File: src/rtl/timer_8_tick.sv
// Free-running 3-bit tick counter (0..7) with a one-cycle wrap strobe per 8-tick frame.
// Optional clock prescaler enabled by TIMER_8_TICK_PRESCALE_EN; default build ticks every cycle.
module timer_8_tick #(
   parameter int unsigned PRESCALE = 1
) (
   input  logic       clk,
   input  logic       rst,
   output logic [2:0] tick_out,
   output logic       wrap
);

   // A prescale of 0 is meaningless and behaves as 1
   localparam int unsigned PS_EFF = (PRESCALE == 0) ? 1 : PRESCALE;

   logic adv;

`ifdef TIMER_8_TICK_PRESCALE_EN
   localparam int unsigned PS_W = (PS_EFF <= 2) ? 1 : $clog2(PS_EFF);
   localparam logic [PS_W-1:0] PRE_LAST = PS_W'(PS_EFF - 1);

   logic [PS_W-1:0] pre_cnt;

   assign adv = (pre_cnt == PRE_LAST);

   // Prescale phase counter, cleared on every tick advance
   always_ff @(posedge clk) begin
      if (!rst) begin
         pre_cnt <= '0;
      end else if (adv) begin
         pre_cnt <= '0;
      end else begin
         pre_cnt <= pre_cnt + PS_W'(1);
      end
   end
`else
   // No prescaler: PS_EFF is always nonzero, so this is a constant 1
   assign adv = (PS_EFF != 0);
`endif

   // Tick index and wrap strobe; reset wins over a coincident 7->0 advance
   always_ff @(posedge clk) begin
      if (!rst) begin
         tick_out <= 3'd0;
         wrap     <= 1'b0;
      end else begin
         wrap <= adv && (tick_out == 3'd7);
         if (adv) begin
            tick_out <= tick_out + 3'd1;
         end
      end
   end

endmodule

File: config.mk
export PLATFORM = sky130hd
export DESIGN_NAME = timer_8_tick
export DESIGN_NICKNAME = d
export VERILOG_FILES = /design/src/rtl/timer_8_tick.sv
export SDC_FILE = /design/constraint.sdc
export NUM_CORES = 1
export LEC_CHECK = 0
export CAP_MARGIN = 20
export CORE_AREA = 2 2 39 41
export CTS_BUF_LIST = sky130_fd_sc_hd__clkbuf_4 sky130_fd_sc_hd__clkbuf_8 sky130_fd_sc_hd__clkbuf_16
export DETAILED_ROUTE_END_ITERATION = 16
export DIE_AREA = 0 0 41 43
export DONT_BUFFER_PORTS = 1
export GPL_ROUTABILITY_DRIVEN = 0
export HOLD_SLACK_MARGIN = 0.12
export REMOVE_ABC_BUFFERS = 1
export SETUP_SLACK_MARGIN = 0.02
export SYNTH_ARGS = -nofsm -noshare
export SYNTH_HDL_FRONTEND = slang
export SYNTH_SLANG_ARGS = --single-unit
File: constraint.sdc
create_clock -name clk -period 1.3 [get_ports clk]
set_input_delay 0.26 -clock clk [delete_from_list [all_inputs] [get_ports clk]]
set_output_delay 0.26 -clock clk [all_outputs]
set_load 0.02 [all_outputs]
==> summary.md <==
| Metric | Value |
|---|---|
| Status | `finished clean` |
| NetSw | `0.00006879 W` |
| WHS Path Cells | `1` |
| Min Tclk post-route | `1.027 ns` |
| Cell taking the most area after synthesis | `dfxtp_1` |
| Synth Register Bits | `4` |
| Worst-path clk slew | `0.04 ns` |
| Seq/Total Area, Yosys | `0.6038` |
| Setup CP Type | `register to register` |
| Layout Cells excl Fill | `31` |
| Hold Crit Class | `primary input to register` |
| I/O Buffers | `0` |
| Final wirelength | `284 µm` |
| Initial DRT Pass Iterations | `1` |
| Final worst path period share | `0.7902` |
| LEAKAGE | `0.08919 nW` |
| Worst Clk Skew | `0.003703 ns` |
| WHS Endpoint | `tick_out[0]` |
| Total CTS buffers | `3` |
| Commonest cells after routing, fill and taps aside | `dfxtp_1 (4), and2_1 (3), clkbuf_4 (3)` |
| Hold Crit Start | `rst` |
| H-tree lvl count | `1` |
| Largest net degree at the start of global routing | `5` |
| PnR worst setup slack | `0.2727 ns` |
| Post-Syn Area | `132.6 µm²` |
| Met1 GRT Util | `0.01587` |
| Root Buffer | `clkbuf_4` |
| Antenna violations before repair | `0` |
| GRT busiest layer | `met3` |
| First-pass GRT wire length | `455 µm` |
| M2 GR Usage | `0.06563` |
| Synthesized instance count | `10` |
| Die Y | `43 µm` |
| Power share of the combinational group | `0.088` |
| # rows | `14` |
| Sw Ratio | `0.2172` |
| Vias in the first global route | `125` |
| Final antenna-violating net count | `0` |
| Critical-path maximum fanout | `2` |
| Clk pwr share | `0.474` |
| Synthesis-to-finish area growth | `43.40%` |
| CTS tree | `yes` |
| Tot Pwr | `0.0003167 W` |
| Pwr Density | `1665 nW/µm²` |
| Clock Tree Buf Depth | `2` |
| Worst path required time | `1.42 ns` |
| Synthesis Warnings | `0` |
| Yosys cell types | `4` |
| Wirelength per Cell | `9.161 µm` |
| R2r endpoint | `tick_out[2]` |
| GRT Residual Overflow | `0` |
| Largest cells by area after synthesis | `dfxtp_1 (60%), ha_1 (19%), and2_1 (14%)` |
| Final Util | `0.1374` |
| Launching point of the worst reg2reg path | `tick_out[0]` |
| Clock Sinks | `4` |
| P_int | `0.0002479 W` |
| Die X | `41 µm` |
| Synth top area share | `0.6038` |
| Layout cells sized above 1 | `0.4000` |
| Initial drt markers | `0` |
| Met3 usage | `0.09424` |
| CP arrival | `1.15 ns` |
| Final setup vio count | `0` |
| Core area | `1384 µm²` |
| Placed Cells | `28` |
| Unrepaired setup endpoints after global routing | `false` |
| Starting density of the core | `0.09584` |
| Antenna diodes | `0` |
| Setup TNS | `0 ns` |
| CTS Hold Bufs | `0` |
| Most common library cell in the layout ignoring fill and taps | `dfxtp_1` |
| Setup bufs post-CTS | `0` |
| R2r setup slk | `0.27 ns` |
| Post-route DRC | `0` |
| Via count | `88` |
| Critical Path Start Type | `register` |
| Max-capacitance violation count | `0` |
| Fin. Hold Viols | `0` |
| GRT Overall Usage | `0.05600` |
| Vias/cell | `2.839` |
| Final Max Tran Viols | `0` |
| Place WS | `0.2731 ns` |
| Peak supply drop | `0.0001650 V` |
| Max-slew headroom | `0.8385` |
| Least-Margin Pin Slew | `0.2419 ns` |
| Sequential power share | `0.437` |
| Io pins | `6` |
| Nets | `21` |
| Die area | `1763 µm²` |
| # resized after CTS | `0` |
| Worst-skew pair later-pin latency | `0.23 ns` |
| Mean post-synth cell area | `13.26 µm²` |
| FF-to-FF path depth | `3` |
| Crit. End Element | `register` |
| Highest Clock Rate | `0.9734 GHz` |
-- final cells by class --
| cell class | instances | area [µm²] |
|---|---|---|
| Clock buffer | 3 | 22.52 |
| Fill cell | 158 | 1194 |
| Multi-Input combinational cell | 6 | 52.55 |
| Sequential cell | 4 | 80.08 |
| Tap cell | 16 | 20.02 |
| Timing Repair Buffer | 2 | 15.01 |
-- synthesized netlist by cell type --
cell,instances
nor2b_2,1
dfxtp_1,4
and2_1,3
ha_1,2
-- registers in the layout, indices dropped and copies added (netlist names) --
signal    count
tick_out      3
wrap          1
-- metal layers --
| metal | share of wire | wire length (µm) |
|---|---|---|
| met1 | 0.28 | 80 |
| met5 | 0 | 0 |
| met4 | 0 | 0 |
| met2 | 0.50 | 143 |
| met3 | 0.21 | 60 |
-- kinds of logic (layout without fill, tap and decap cells) --
kind of cell | after synthesis | count (layout) | share of synthesized area
adders and majority gates | 2 | 2 | 0.1886
DFF | 4 | 4 | 0.6038
and+or+nand+nor | 4 | 4 | 0.2076
buffers and inverters | 0 | 5 | 0
-- worst max-delay path, cell delays in order, from the launching register on --
cell and delay (ns):
dfxtp_1 0.30, ha_1 0.20, ha_1 0.26, and2_1 0.15
-- per-stage QoR --
stage	hold WS (ns)	area, µm²
floorplan	0.3817	132.6
detailed placement	0.3949	167.7
finish	0.1577	190.2
global placement	0.3834	167.7
global route	0.1495	190.2
CTS	0.1487	190.2
-- power groups by stage --
stage | sequential [W] | combinational (W) | clock (W)
6_report | 0.000138 | 0.0000280 | 0.000150
5_1_grt | 0.000140 | 0.0000319 | 0.000169
4_1_cts | 0.000139 | 0.0000289 | 0.000159
3_5_place_dp | 0.000141 | 0.0000286 | 0
3_3_place_gp | 0.000140 | 0.0000252 | 0
2_1_floorplan | 0.000147 | 0.00000804 | 0
-- how the worst max path moves through the flow --
stage	slack (ns)	start	endpoint
after floorplan	0.20	tick_out[0]	tick_out[2]
after global placement	0.31	tick_out[0]	tick_out[2]
after detailed placement	0.27	tick_out[0]	tick_out[2]
after CTS	0.26	tick_out[0]	tick_out[2]
after global routing	0.21	tick_out[0]	tick_out[2]
final	0.27	tick_out[0]	tick_out[2]
Note: power is estimated with default switching activity, not from simulation.
